==> config.mk <==
export PLATFORM = sky130hd
export DESIGN_NAME = serial_compare_accumulator
export DESIGN_NICKNAME = d
export VERILOG_FILES = /design/src/rtl/serial_compare_accumulator_pkg.sv /design/src/rtl/serial_compare_accumulator_flag_check.sv /design/src/rtl/serial_compare_accumulator.sv
export SDC_FILE = /design/constraint.sdc
export NUM_CORES = 1
export LEC_CHECK = 0
export CAP_MARGIN = 20
export CORE_AREA = 10 10 47 49
export CTS_CLUSTER_DIAMETER = 50
export DETAILED_ROUTE_END_ITERATION = 10
export DIE_AREA = 0 0 57 59
export GPL_TIMING_DRIVEN = 0
export PLACE_DENSITY = 0.7
export SLEW_MARGIN = 20
export SYNTH_ARGS = -nofsm -noshare
export SYNTH_HDL_FRONTEND = slang
export SYNTH_SLANG_ARGS = --single-unit
==> constraint.sdc <==
create_clock -name clk -period 1.4 [get_ports clk]
set_input_delay 0.21 -clock clk [delete_from_list [all_inputs] [get_ports clk]]
set_output_delay 0.21 -clock clk [all_outputs]
set_load 0.02 [all_outputs]
==> src/rtl/serial_compare_accumulator_pkg.sv <==
// Shared types and constants for the serial compare accumulator.
// Flag triples are packed as {lt_n, eq_n, gt_n}, all active-low.
package serial_compare_accumulator_pkg;

  typedef enum logic [1:0] {
    IDLE  = 2'd0,
    ACCUM = 2'd1,
    HOLD  = 2'd2
  } state_t;

  typedef enum logic [1:0] {
    DEC_EQ = 2'd0,
    DEC_LT = 2'd1,
    DEC_GT = 2'd2
  } decision_t;

  localparam int unsigned FLAG_LT = 2;
  localparam int unsigned FLAG_EQ = 1;
  localparam int unsigned FLAG_GT = 0;

endpackage

==> src/rtl/serial_compare_accumulator_flag_check.sv <==
// Combinational legality check and decode of one active-low lt/eq/gt triple.
module flag_check
  import serial_compare_accumulator_pkg::*;
(
  input  logic [2:0] flags_n,
  output logic       legal,
  output decision_t  dec
);

  always_comb begin
    legal = (flags_n[FLAG_LT] + flags_n[FLAG_EQ] + flags_n[FLAG_GT]) == 2'd2;
    dec   = DEC_EQ;
    // An illegal triple decodes as equal so it never moves the decision.
    if (legal && !flags_n[FLAG_LT]) begin
      dec = DEC_LT;
    end else if (legal && !flags_n[FLAG_GT]) begin
      dec = DEC_GT;
    end
  end

endmodule

==> src/rtl/serial_compare_accumulator.sv <==
// Accumulates MSB-first per-bit compare flags into a word-level lt/eq/gt
// result with sticky illegal-triple error and a valid/ready result handshake.
module serial_compare_accumulator
  import serial_compare_accumulator_pkg::*;
#(
  parameter int WIDTH = 8
) (
  input  logic clk,
  input  logic rst,
  input  logic bit_valid,
  input  logic bit_first,
  input  logic lt_n,
  input  logic eq_n,
  input  logic gt_n,
  output logic bit_ready,
  output logic res_valid,
  input  logic res_ready,
  output logic res_lt_n,
  output logic res_eq_n,
  output logic res_gt_n,
  output logic res_err
);

  localparam int unsigned CW = $clog2(WIDTH + 1);
  localparam logic [CW-1:0] CNT_LAST = CW'(WIDTH);

  state_t          state, state_next;
  logic [CW-1:0]   count, cnt_next;
  decision_t       decision, dec_next;
  logic            err, err_next;
  logic            legal;
  decision_t       bit_dec;
  logic            do_load;

  flag_check u_flag_check (
    .flags_n ({lt_n, eq_n, gt_n}),
    .legal   (legal),
    .dec     (bit_dec)
  );

  always_ff @(posedge clk) begin
    if (rst) begin
      state    <= IDLE;
      count    <= '0;
      decision <= DEC_EQ;
      err      <= 1'b0;
    end else begin
      state    <= state_next;
      count    <= cnt_next;
      decision <= dec_next;
      err      <= err_next;
    end
  end

  always_comb begin
    state_next = state;
    cnt_next   = count;
    dec_next   = decision;
    err_next   = err;
    do_load    = 1'b0;
    bit_ready  = 1'b1;
    res_valid  = 1'b0;
    res_lt_n   = 1'b1;
    res_eq_n   = 1'b1;
    res_gt_n   = 1'b1;
    res_err    = 1'b0;

    case (state)
      IDLE: begin
        if (bit_valid && bit_first) begin
          do_load = 1'b1;
        end
      end
      ACCUM: begin
        if (bit_valid) begin
          if (bit_first) begin
            do_load = 1'b1;
          end else begin
            cnt_next = count + CW'(1);
            err_next = err | ~legal;
            if (decision == DEC_EQ) begin
              dec_next = bit_dec;
            end
            if (cnt_next == CNT_LAST) begin
              state_next = HOLD;
            end
          end
        end
      end
      HOLD: begin
        bit_ready = 1'b0;
        res_valid = 1'b1;
        res_err   = err;
        res_lt_n  = err | (decision != DEC_LT);
        res_eq_n  = err | (decision != DEC_EQ);
        res_gt_n  = err | (decision != DEC_GT);
        if (res_ready) begin
          state_next = IDLE;
          cnt_next   = '0;
          dec_next   = DEC_EQ;
          err_next   = 1'b0;
        end
      end
      default: begin
        state_next = IDLE;
      end
    endcase

    // A first bit restarts the word from either IDLE or ACCUM.
    if (do_load) begin
      cnt_next   = CW'(1);
      dec_next   = bit_dec;
      err_next   = ~legal;
      state_next = (WIDTH == 1) ? HOLD : ACCUM;
    end
  end

endmodule
==> results of run 1 <==
## power breakdown
group,switching (mW),total (mW),internal (mW)
sequential,0.0118,0.274,0.263
combinational,0.0466,0.0922,0.0456
clock,0.100,0.211,0.110
## cells in the final DEF, fill, tap and decap left out, types with 2 or more instances in the layout
| master | count |
|---|---|
| a21oi_1 | 5 |
| buf_2 | 4 |
| buf_4 | 2 |
| buf_6 | 3 |
| clkbuf_4 | 3 |
| clkdlybuf4s50_1 | 2 |
| dfxtp_1 | 7 |
| dfxtp_4 | 2 |
| dlygate4sd2_1 | 3 |
| dlymetal6s2s_1 | 2 |
| inv_1 | 3 |
| inv_2 | 2 |
| mux2i_1 | 2 |
| nand2_1 | 6 |
| nand3_1 | 3 |
| nand3b_1 | 4 |
| nor2_1 | 4 |
| nor3_1 | 2 |
| o21ai_0 | 3 |
## per-stage QoR
stage,total power [mW],utilization [%]
finish,0.577,57.4
global route,0.603,57.4
detailed placement,0.366,52.5
floorplan,0.329,-
CTS,0.576,55.8
global placement,0.364,52.5
## per-layer routing
layer / track usage (%) / vias to the layer above / part of all wire, %
met5: 0 / - / 0
met3: 2.79 / 4 / 6.6
met1: 9.98 / 250 / 45
li1: - / 283 / -
met2: 12.7 / 14 / 47
met4: 5.03 / 0 / 2.1
## registers in the layout, summed over array words and instances, names as in the netlist
| name | cells |
|---|---|
| state | 2 |
| err | 1 |
| decision | 2 |
| count | 4 |
## timing repair
item / CTS / global route
pin swaps: 3 / 1
endpoints found under the setup margin: 11 / 7
endpoints found under the hold margin: 0 / 0
resized for setup: 37 / 11
setup buffers: 1 / 1
## worst register-to-register path: stages, from the launching register on
cell and delay, ns:
dfxtp_4 0.36, buf_4 0.11, o21ai_0 0.09, o2bb2ai_2 0.26
a21oi_1 0.12, a41o_2 0.24
## kinds of logic (layout without fill, tap and decap cells)
family	count (synthesis)	after routing	synth area share, %
adders and majority gates	2	2	5.56
DFF	9	9	30.8
muxes	2	2	3.42
xor gates and xnor gates	1	1	1.50
AOI/OAI and AO/OA	20	20	26.1
buffers and inverters	7	26	6.62
and+or+nand+nor	27	27	26.1
## area by class of cell
class | count | area [um^2] | share of cell area [%]
Clock buffer | 4 | 26.3 | 3.27
Inverter | 6 | 30.0 | 3.73
Sequential cell | 9 | 188 | 23.3
Buffer | 1 | 11.3 | 1.40
Multi-Input combinational cell | 52 | 400 | 49.8
Timing Repair Buffer | 15 | 129 | 16.0
Tap cell | 16 | 20.0 | 2.49
## worst min path at each step
| stage | start | to | slack [ns] | depth (start not counted) |
|---|---|---|---|---|
| 4_1_cts | gt_n | decision[1]$_SDFFE_PP0P_ | 0.37 | 4 |
| 3_5_place_dp | count[3]$_SDFFE_PP0P_ | count[3]$_SDFFE_PP0P_ | 0.50 | 1 |
| 5_1_grt | bit_valid | state[0]$_SDFFE_PP0P_ | 0.29 | 2 |
| 2_1_floorplan | bit_valid | state[0]$_SDFFE_PP0P_ | 0.31 | 1 |
| 6_report | bit_valid | state[0]$_SDFFE_PP0P_ | 0.24 | 2 |
| 3_3_place_gp | count[3]$_SDFFE_PP0P_ | count[3]$_SDFFE_PP0P_ | 0.49 | 1 |
==> results.cfg, run 1 <==
[status]
status = completed

[place]
post-dp-hpwl_um = 1040
dp_slack_ns = -0.469
dpl.cell_count = 97
place.gp.congestion = 0.725
port_buffers = 13
dpl-instance-area_um2 = 736

[critical_path]
critPathRequiredTime_ns = 1.19
crit_family = simple AND/OR/NAND/NOR gates
r2r_start = state[0]$_SDFFE_PP0P_
crit_chain = nand2b_4 > nor2_4 > nand3b_1 > buf_2
start_kind = flip-flop
critical_path_class = reg2out
cp_num_buf_inv = 1
arrival_ns = 1.17
regToRegSetupSlack_ns = 0.10
crit_path_end_kind = primary output
timing.rr.end = err$_SDFFE_PP0P_
crit_end = res_gt_n
reg2regPathDepth = 5
slowest_stage = dfxtp_4
worstSetupStartpoint = state[0]$_SDFFE_PP0P_
path_depth = 4
path_max_fanout = 5
worst_path_largest_cell_delay_ns = 0.36

[power_and_ir_drop]
vdd_drop_max_v = 0.000475
power.leakage_nw = 0.339
p_per_area_mw_per_mm2 = 718

[finish]
synthToLayoutAreaGrowth_pct = 37.4
antenna_cells = 0
stdcell_count = 103
post-route-cell-area_um2 = 805
final_layout_size_suffix_gt1_share_pct = 34.5
layout.nets = 98
nFillCells = 136

[yosys]
synth_cell_types = 32
ys_ff_latch = 9
yosys_warnings = 0
post-synth-top-count-cell = dfxtp_1
synth_edf_count = 0
yosys-top-cells-area = dfxtp_1 31%, nand3b_1 5.1%, nand2_1 4.5%
synth_nets = 78
ys.flop_type = dfxtp_1
synth_common_cells = 9 x dfxtp_1, 7 x nand2_1, 5 x a21oi_1, 5 x inv_1, 5 x nor2_1
synth.largest_area_cell = dfxtp_1
seq_area_frac_synth_pct = 30.8
synth_top_area_share_pct = 30.8
netlist_area_um2 = 586
avgSynthCellArea_um2 = 8.61
synth_cells = 68
async_reset_ff_share_pct = 0

[global_route]
grt_max_degree = 9
grt_pass1_wl_um = 2330
grtUsageTotal_pct = 8.38
grt.overflow.total = 0
antenna_found_initial = 0
grt_pass1_vias = 508

[flow_run]
maxCapViolCount = 0

[cts]
clockRootBuffer = clkbuf_4
clk_pin_slew_ns = 0.07
cts_tree = built
clock_path_buffers = 2
cts_max_level = 1
cts_hold_buf = 0
clk_latency_ns = 0.27
clock_sinks = 9
cts_made_buffers = 3

[sta]
finalSetupTns_ns = 0
hold_ws_ns = 0.240
slew_headroom_pct = 81.5
setup_viol = 0
rsz0062_at_grt = true
slew_viol_final = 0
period_share_pct = 98.3
hold_viol = 0
fmax_mhz = 726
worst_pin_slew_ns = 0.276
clock_skew_ns = 0.00510
fin_crit_ns = 1.38
setup_ws_ns = 0.0235

[floorplan]
dieArea_mm2 = 0.00336
io_pins = 14
dieHeight_um = 59
die_x_um = 57
start_util_pct = 41.8
fp.coreArea_mm2 = 0.00140
std_cell_rows = 14

[worst_hold_path]
hp-class = in2reg

[detailed_routing]
first_pass_iters = 4
drt-total-wl_um = 1390
drt.antenna.violating_nets = 0
vias = 551
drc = 0
drt_iter0_drc = 8
vias_per_cell = 5.35
wl_per_cell_um = 13.5
Power figures use the tool's default switching activity.
==> run 2: changes to the inputs <==
--- a/config.mk
+++ b/config.mk
@@ -6,12 +6,14 @@
 export NUM_CORES = 1
 export LEC_CHECK = 0
 export CAP_MARGIN = 20
-export CORE_AREA = 10 10 47 49
+export CELL_PAD_IN_SITES_DETAIL_PLACEMENT = 1
+export CELL_PAD_IN_SITES_GLOBAL_PLACEMENT = 1
+export CORE_MARGIN = 10
+export CORE_UTILIZATION = 34
 export CTS_CLUSTER_DIAMETER = 50
 export DETAILED_ROUTE_END_ITERATION = 10
-export DIE_AREA = 0 0 57 59
 export GPL_TIMING_DRIVEN = 0
-export PLACE_DENSITY = 0.7
+export PLACE_DENSITY = 0.73
 export SLEW_MARGIN = 20
 export SYNTH_ARGS = -nofsm -noshare
 export SYNTH_HDL_FRONTEND = slang
==> results.cfg, run 2 (synthesis gave the netlist of run 1 again) <==
[status]
status = completed

[detailed_routing]
vias_per_cell = 5.45
vias = 594
first_pass_iters = 4
drt.antenna.violating_nets = 0
drc = 0
drt_iter0_drc = 10
wl_per_cell_um = 17.3
drt-total-wl_um = 1890

[finish]
final_layout_size_suffix_gt1_share_pct = 38.7
synthToLayoutAreaGrowth_pct = 43.8
top_register = count
reg_top3 = count x4, decision x2, state x2
layout_commonest_cell = buf_4
antenna_cells = 0
layout.nets = 104
largest_reg_flops = 4
nFillCells = 190
layout_common_cells = 8 x buf_4, 7 x nand2_1, 7 x dfxtp_1

[cts]
cts_tree = built
clockRootBuffer = clkbuf_4
clock_path_buffers = 2
cts_made_buffers = 3
cts_max_level = 1
cts_hold_buf = 0
clock_sinks = 9
clk_pin_slew_ns = 0.08
clk_latency_ns = 0.27

[critical_path]
critical_path_class = in2reg
path_max_fanout = 5
arrival_ns = 1.54
start_kind = primary input
crit_path_end_kind = flip-flop
critPathRequiredTime_ns = 1.56
regToRegSetupSlack_ns = 0.08

[floorplan]
start_util_pct = 37.6
dieArea_mm2 = 0.00378
io_pins = 14
fp.coreArea_mm2 = 0.00156
std_cell_rows = 14
die_x_um = 61.5
dieHeight_um = 61.5

[sta]
hold_viol = 0
slew_viol_final = 0
clock_skew_ns = 0.00890
rsz0062_at_grt = true
fmax_mhz = 726
setup_viol = 0
period_share_pct = 98.4
worst_pin_slew_ns = 0.288
finalSetupTns_ns = 0
fin_crit_ns = 1.38
slew_headroom_pct = 80.7

[power_and_ir_drop]
vdd_drop_max_v = 0.000519
p_per_area_mw_per_mm2 = 704
power.leakage_nw = 0.352
p_total_mw = 0.592

[global_route]
grt.overflow.total = 0
grt_pass1_wl_um = 2550
grt_max_degree = 9
antenna_found_initial = 0
grt_pass1_vias = 534
grtUsageTotal_pct = 8.65

[worst_hold_path]
hp-class = in2reg

[place]
place.gp.congestion = 0.688
port_buffers = 13
post-dp-hpwl_um = 1190

[flow_run]
maxCapViolCount = 0
-- run 2: metal layers --
metal | track usage [%] | up-vias | routed length (um)
li1 | - | 300 | -
met1 | 11.7 | 279 | 859
met2 | 12.7 | 12 | 934
met3 | 2.47 | 3 | 74
met4 | 2.87 | 0 | 23
met5 | 0 | - | 0
-- run 2: stage by stage --
stage,worst slack (ns),hold slack [ns],utilization [%],area (um^2),std cells
floorplan,0.0870,0.307,-,586,68
global placement,-0.469,0.496,47.2,736,97
detailed placement,-0.542,0.499,47.2,736,97
CTS,-0.0605,0.401,49.3,768,103
global route,-0.0435,0.411,54.0,842,109
finish,0.0229,0.379,54.0,842,109
-- run 2: final timing paths --
kind / from / end / cells past startpoint
hold / removal: gt_n / decision[1]$_SDFFE_PP0P_ / 4
setup reg to reg: state[0]$_SDFFE_PP0P_ / err$_SDFFE_PP0P_ / 6
hold reg to reg: count[3]$_SDFFE_PP0P_ / count[3]$_SDFFE_PP0P_ / 1
setup / recovery: bit_first / state[1]$_SDFFE_PP0P_ / 5
-- run 2: cell type report --
type | count | area [um^2] | area share (%)
Buffer | 1 | 11.3 | 1.34
Clock buffer | 3 | 22.5 | 2.67
Clock inverter | 1 | 5.00 | 0.594
Inverter | 6 | 30.0 | 3.57
Multi-Input combinational cell | 52 | 390 | 46.4
Sequential cell | 9 | 188 | 22.3
Tap cell | 16 | 20.0 | 2.38
Timing Repair Buffer | 21 | 175 | 20.8
-- run 2: where the power goes --
| part | internal, mW | total, mW | switching (mW) |
|---|---|---|---|
| Clock | 0.106 | 0.221 | 0.115 |
| Sequential | 0.262 | 0.274 | 0.0116 |
| Combinational | 0.0474 | 0.0972 | 0.0498 |
-- run 2: critical path, cell delays in order --
cell	delay, ns
clkdlybuf4s50_1	0.54
nand2_1	0.18
o21ai_2	0.29
nor3_1	0.10
a31o_2	0.22
-- run 2: timing repair --
item / 4_1_cts / 5_1_grt
endpoints found under the setup margin: 11 / 9
buffers inserted: 2 / 6
pin swaps: 3 / 1
gates resized for setup: 34 / 9
==> run 3: changes to the inputs <==
--- a/config.mk
+++ b/config.mk
@@ -14,6 +14,7 @@
 export DETAILED_ROUTE_END_ITERATION = 10
 export GPL_TIMING_DRIVEN = 0
 export PLACE_DENSITY = 0.73
+export SKIP_CTS_REPAIR_TIMING = 1
 export SLEW_MARGIN = 20
 export SYNTH_ARGS = -nofsm -noshare
 export SYNTH_HDL_FRONTEND = slang
==> results.cfg, run 3 (synthesis gave the netlist of run 1 again) <==
[sta]
period_share_pct = 98.2
setup_ws_ns = 0.0250
slew_viol_final = 0
slew_headroom_pct = 82.0
worst_pin_slew_ns = 0.269
fmax_mhz = 727
fin_crit_ns = 1.37
finalSetupTns_ns = 0
rsz0062_at_grt = true
clock_skew_ns = 0.00563
hold_viol = 0
setup_viol = 0

[floorplan]
std_cell_rows = 14
fp.coreArea_mm2 = 0.00156
dieHeight_um = 61.5
die_x_um = 61.5
dieArea_mm2 = 0.00378
start_util_pct = 37.6
io_pins = 14

[power_and_ir_drop]
sw_frac_of_total_pct = 28.9
combPwrFrac_pct = 16.4
power_frac_seq_pct = 46.8
vdd_drop_max_v = 0.000496
p_int_mw = 0.416
p_switching_mw = 0.169
clockPowerShare_pct = 36.8
p_per_area_mw_per_mm2 = 715
power.leakage_nw = 0.366

[critical_path]
worstSetupStartpoint = state[0]$_SDFFE_PP0P_
critPathRequiredTime_ns = 1.19
crit_path_end_kind = primary output
arrival_ns = 1.16
critical_path_class = reg2out
r2r_start = state[0]$_SDFFE_PP0P_
path_max_fanout = 6
start_kind = flip-flop

[finish]
layout_common_cells = 7 x nand2_1, 7 x dfxtp_1, 5 x a21oi_1, 5 x buf_4
final_layout_size_suffix_gt1_share_pct = 37.8
nFillCells = 189
top_register = count
largest_reg_flops = 4
synthToLayoutAreaGrowth_pct = 39.7
antenna_cells = 0
reg_top3 = count x4, decision x2, state x2
layout.nets = 101

[place]
dp_slack_ns = -0.542
place.gp.congestion = 0.688
post-dp-hpwl_um = 1190
port_buffers = 13

[worst_hold_path]
min_from = lt_n
hp-class = in2reg

[global_route]
antenna_found_initial = 0
grt_pass1_wl_um = 2530
grt.overflow.total = 0
grt_max_degree = 9
grt.busiest_layer = met2
met2_usage_pct = 12.7
grt_util_met3_pct = 2.47
grt_pass1_vias = 531
grtUsageMet1_pct = 11.6
grtUsageTotal_pct = 8.61

[cts]
clk_pin_slew_ns = 0.07
cts_made_buffers = 3
clock_sinks = 9
cts_tree = built
clock_path_buffers = 2
clockRootBuffer = clkbuf_4
clk_latency_ns = 0.27
cts_max_level = 1

[detailed_routing]
drt_iter0_drc = 6
drt.antenna.violating_nets = 0
vias_per_cell = 5.33
drt-total-wl_um = 1620
first_pass_iters = 4
vias = 565
wl_per_cell_um = 15.3
drc = 0

[status]
status = completed

[flow_run]
maxCapViolCount = 0
[run 3: area by class of cell]
type	count	area (um^2)	area share [%]
well taps	16	20.0	2.45
multi-input cells	52	390	47.7
flip-flops and latches	9	188	22.9
inverters	6	30.0	3.67
plain buffers	1	11.3	1.38
clock inverters	1	5.00	0.612
clock buffers	3	22.5	2.75
repair buffers	18	151	18.5
[run 3: critical path, stage by stage, from the launching register on]
cell      delay (ns)
dfxtp_4         0.35
nand2b_4        0.19
nor2_4          0.12
nand3b_1        0.08
buf_2           0.16
[run 3: per-stage QoR]
step	hold slack, ns	utilization [%]	total power [mW]	cell area, um^2	instances
2_1_floorplan	0.307	-	0.329	586	68
3_3_place_gp	0.496	47.2	0.365	736	97
3_5_place_dp	0.499	47.2	0.368	736	97
4_1_cts	0.510	49.0	0.573	763	101
5_1_grt	0.275	52.5	0.615	818	106
6_report	0.253	52.5	0.585	818	106
[run 3: routing by layer]
| metal | share of wire [%] | vias up |
|---|---|---|
| met5 | 0 | - |
| met4 | 1.4 | 0 |
| met3 | 4.6 | 3 |
| met2 | 46 | 14 |
| met1 | 48 | 255 |
| li1 | - | 293 |
[run 3: path summary, 6_finish.rpt]
kind,depth (start not counted),endpoint,slack (ns)
max,4,res_gt_n,0.03
min,4,decision[0]$_SDFFE_PP0P_,0.25
max reg2reg,5,err$_SDFFE_PP0P_,0.14
min reg2reg,1,count[3]$_SDFFE_PP0P_,0.50
[run 3: power by group through the flow]
| stage | combinational (mW) | sequential (mW) | clock [mW] |
|---|---|---|---|
| after global routing | 0.105 | 0.275 | 0.234 |
| after global placement | 0.0839 | 0.281 | 0 |
| after CTS | 0.0868 | 0.275 | 0.211 |
| after detailed placement | 0.0862 | 0.281 | 0 |
| final | 0.0957 | 0.274 | 0.216 |
| after floorplan | 0.0506 | 0.278 | 0 |
==> patch 1 (flow settings as in run 1) <==
Reset style: asynchronous (`rst`), changed in one clocked block.
--- a/src/rtl/serial_compare_accumulator.sv
+++ b/src/rtl/serial_compare_accumulator.sv
@@ -38,7 +38,7 @@
     .dec     (bit_dec)
   );
 
-  always_ff @(posedge clk) begin
+  always_ff @(posedge clk or posedge rst) begin
     if (rst) begin
       state    <= IDLE;
       count    <= '0;
Behaviour: differs if rst is asserted again (counterexample within 10 cycles, from zero or initial values and one cycle with rst high); with rst held inactive, the same outputs for 10 cycles.
==> patch 1 against run 1 <==
- the flow now finishes with violations (setup timing)
- count of clock-buffer cells in the layout is the same
- design area grew 11%
- utilization up 6.3 points
- first-iteration DRC count fell by 13%
- wire length up 2.3%
- cell count did not move
- sequential cell count is the same
- synthesized area up 0.21%
- critical path depth rose by 1
- setup slack got worse by 0.11 ns
Power is not compared: it rests on default switching activity, and its combinational part moved more than twofold at a synthesized area within 25%.
==> patch 1: results (changes against run 1) <==
* Adder-cell share of the synthesized area at 5.544% (-0.012 points)
* TNS Setup at -0.2051 ns (-0.2051 ns)
* Share of cells above drive strength 1 at 42.53% (+8.0 points)
* Dpl ws at -0.5285 ns (-0.05931 ns)
* Final setup violation count at 4 (+4)
* Layout fillers at 123 (-9.6%)
* Peak supply drop at 0.0007805 V
* Violated checks: setup timing
* Post-synthesis compound-gate area fraction at 20.04% (-6.0 points)
* Clock latency on the worst-skew pair at 0.27 ns (about the same)
* Worst Path Arrival at 1.64 ns (+0.47 ns)
* Final net count at 98 (unchanged)
* Synth top area cells: dfrtp_1 38%, nand3b_1 6.4%, inv_1 4.5%
* Register area share after synthesis at 38.38% (+7.6 points)
* First-pass GRT wire length at 2463 um (+5.6%)
* Detailed Routing Iterations Pass 1 at 3 (-1)
* Hold crit path type: in -> async
* Met1 usage at 11.15% (+1.2 points)
* Status: finished, violations left
* M3 GR Usage at 3.433% (+0.64 points)
* Syn nets at 71 (-9.0%)
* Async SR Flop Fraction at 100.0% (+100 points)
* Post-route worst setup slack at -0.08621 ns (-0.1097 ns)
* Crit-path max FO at 3 (-2)
* Diodes inserted at 0 (unchanged)
* DP HPWL at 1019 um (-1.7%)
* Distinct cells, synth at 32 (unchanged)
* Wire length on met3 at 86 um (-6.5%)
* Largest family of logic cells by synthesized area: simple AND/OR/NAND/NOR gates
* Clk_skew at 0.003136 ns (-0.001961 ns)
* Dpl cell area at 737.0 sq um (+0.17%)
* GPL Wtd Cong at 0.6684 (-7.8%)
* Iter 0 DRT Violations at 7 (-1)
* DR top layer: met4
* Post-synthesis mux area share at 5.544% (+2.1 points)
* Crit path from: state[0]
* R2R depth at 5 (unchanged)
* Wl on met1 at 650 um (+4.8%)
* Drt total wl at 1423 um (+2.3%)
* Post-synth top area cell: dfrtp_1
* CTS H-tree depth at 1 (unchanged)
* PortBufs at 13 (unchanged)
* Total GRT Usage at 9.099% (+0.72 points)
* Placed cells at 90 (-7.2%)
* WL met2 at 655 um (+1.1%)
* Routed vias/inst at 5.291 (-1.1%)
* GR Util met2 at 13.33% (+0.62 points)
* WS Path Type: reg -> reg
* Syn_area_per_cell at 9.620 sq um (+12%)
* Reg2reg end: decision[1]
* WL/cell at 13.82 um (+2.3%)
* Synth Area in XOR/XNOR at 0% (-1.5 points)
* Antenna violations before repair at 0 (unchanged)
* Synth cell count leaders: 9 x dfrtp_1, 7 x inv_1, 5 x nand2_1, 5 x nand3b_1, 3 x nor2_1
* CTS Buffer Depth at 2 (unchanged)
* Largest net degree at the start of global routing at 10 (+1)
* Max_slew headroom at 75.49% (-6.0 points)
* CTS root buf: clkbuf_4
* Lkg Pwr at 0.4023 nW
## patch 1: cell count changes in the layout (fill, tap and decap cells not counted), moves of 2 or more
cell and delta:
nand2_1 -3, a21oi_1 -4, nor3_1 -2, dlymetal6s2s_1 -2, mux2_4 +2, buf_4 +6
o21ai_0 -2, clkdlybuf4s50_1 +2, dfxtp_4 -2, dfxtp_1 -7, dfrtp_1 +8, nor2_1 -2
inv_1 +2
## patch 1: worst max-delay path, stage by stage, from the launching register on
cell,delay (ns)
dfrtp_2,0.42
buf_6,0.12
nand3b_1,0.16
o21a_4,0.14
a41oi_4,0.21
mux2_4,0.32
## patch 1: final cells by class
type                            instances  area [sq um]  area share, %
Timing Repair Buffer                   22         180.2          20.20
Tap cell                               16         20.02          2.244
Multi-Input combinational cell         44         401.6          45.02
Buffer                                  1         11.26          1.262
Inverter                                7         26.28          2.945
Clock buffer                            4         26.28          2.945
Sequential cell                         9         226.5          25.39
## patch 1: what timing repair did
action	4_1_cts	5_1_grt
pin swaps	3	2
buffers inserted	7	3
endpoints found under the setup margin	9	10
gates resized for setup	44	8
## patch 1: worst min-delay path by stage
stage | to | start | slack, ns | cells after the start
floorplan | count[0] | rst | 0.04 | 1
global placement | count[3] | count[3] | 0.49 | 1
detailed placement | count[3] | count[3] | 0.50 | 1
CTS | count[1] | rst | 0.23 | 2
global route | decision[1] | rst | 0.24 | 2
finish | decision[0] | rst | 0.21 | 2
## patch 1: through the flow
step	hold WS [ns]	util, %
floorplan	0.03792	-
detailed placement	0.5048	52.59
CTS	0.2286	61.61
global placement	0.4913	52.59
global route	0.2448	63.66
finish	0.2137	63.66
## patch 1: where the power goes
group,internal [mW],switching [mW]
clock,0.110,0.0989
combinational,0.222,0.163
sequential,0.336,0.0984
==> patch 2 (config.mk and constraints of run 1) <==
Made on the original files. Set the parameter `WIDTH` to 16 (it was 8).
--- a/src/rtl/serial_compare_accumulator.sv
+++ b/src/rtl/serial_compare_accumulator.sv
@@ -3,7 +3,7 @@
 module serial_compare_accumulator
   import serial_compare_accumulator_pkg::*;
 #(
-  parameter int WIDTH = 8
+  parameter int WIDTH = 16
 ) (
   input  logic clk,
   input  logic rst,
Formal check against the unedited RTL: not equivalent (Yosys sat finds a counterexample within 10 cycles, from zero or initial values and one cycle with rst high).
==> patch 2 against run 1 <==
- sequential cell count is 1 higher
- synthesized area is 13% higher
- wire length is 17% higher
- utilization is 5.2 points higher
- total power is 16% higher
- design area is 9.0% higher
- setup slack better by 0.031 ns
- register-to-register slack worse by 0.05 ns
- maximum frequency is 2.3% higher
- critical path type is now reg -> reg
- critical endpoint is now decision[0]
- largest power group unchanged
- highest routed layer unchanged
==> patch 2: results (changes against run 1) <==
* Status: completed
* Distinct cells, synth at 38 (+19%)
* Crit path to: decision[0]
* Dpl ws at -0.5053 ns (-0.03614 ns)
* Worst Path Arrival at 1.52 ns (+0.35 ns)
* P_sw at 0.1666 mW (+4.8%)
* Synth top area cells: dfxtp_1 30%, nand3_1 4.5%, nand3b_1 4.5%
* Largest regs: count x5, decision x2, state x2
* Share of cells above drive strength 1 at 27.08% (-7.4 points)
* Syn nets at 88 (+13%)
* Register area share after synthesis at 30.25% (-0.52 points)
* Adder-cell share of the synthesized area at 4.915% (-0.64 points)
* Fin crit share at 96.14% (-2.2 points)
* PortBufs at 12 (-1)
* Iter 0 DRT Violations at 7 (-1)
* Routed vias/inst at 5.634 (+5.3%)
* Synth Area in XOR/XNOR at 2.647% (+1.2 points)
* Clk_skew at 0.003951 ns (-0.001146 ns)
* Post-synthesis compound-gate area fraction at 19.09% (-7.0 points)
* R2R depth at 3 (-2)
* WL/cell at 14.51 um (+7.4%)
* Clock power frac at 40.1% (+3.6 points)
* Final net count at 107 (+9.2%)
* Hold_sp: rst
* Synth cell count leaders: 10 x dfxtp_1, 7 x inv_1, 6 x nand3_1
patch 2: changes by cell type after synthesis, sizes merged, moves of 3 or more:
cell	delta
inv	+3
nor2	-3
nand3	+3
nand2	-4
patch 2: cell type report:
| class | instances | share of cell area, % |
|---|---|---|
| multi-input cells | 57 | 52.07 |
| flip-flops and latches | 10 | 23.25 |
| repair buffers | 15 | 13.55 |
| clock buffers | 4 | 4.137 |
| inverters | 8 | 3.424 |
| well taps | 16 | 2.282 |
| plain buffers | 2 | 1.284 |
patch 2: stage by stage:
step | std cells | hold slack, ns | area (sq um) | utilization (%) | TNS (ns)
after detailed placement | 106 | 0.4793 | 802.0 | 57.23 | -4.556
after global routing | 112 | 0.3619 | 877.1 | 62.59 | -0.002663
after global placement | 106 | 0.4700 | 802.0 | 57.23 | -4.159
final | 112 | 0.3173 | 877.1 | 62.59 | 0
after CTS | 112 | 0.3110 | 854.6 | 60.98 | 0
after floorplan | 78 | 0.3764 | 661.9 | - | 0
patch 2: how the worst min path moves through the flow:
stage | end
finish | err
global route | err
CTS | err
detailed placement | err
global placement | err
floorplan | decision[1]
patch 2: per-layer routing:
metal  GRT usage [%]  wire length [um]
met2           17.52               814
met3           4.936                79
met1           10.36               721
met5               0                 0
met4           3.020                 9
patch 2: cells by family after synthesis:
kind of cell | Yosys count
flip-flops | 10
AO/OA/AOI/OAI | 18
multiplexers | 3
adder cells (fa/ha/maj) | 2
buffers and inverters | 11
XOR/XNOR | 2
AND/OR/NAND/NOR | 32
patch 2: critical path, stage by stage (launching register included):
cell and delay, ns:
dfxtp_1 0.34, or4b_4 0.54, o211a_4 0.25, mux2i_1 0.11
patch 2: what timing repair did:
action                     in CTS  in global routing
setup endpoints to repair       9                  8
buffers inserted                3                  0
pin swaps                       2                  0
gates resized for setup        29                 10
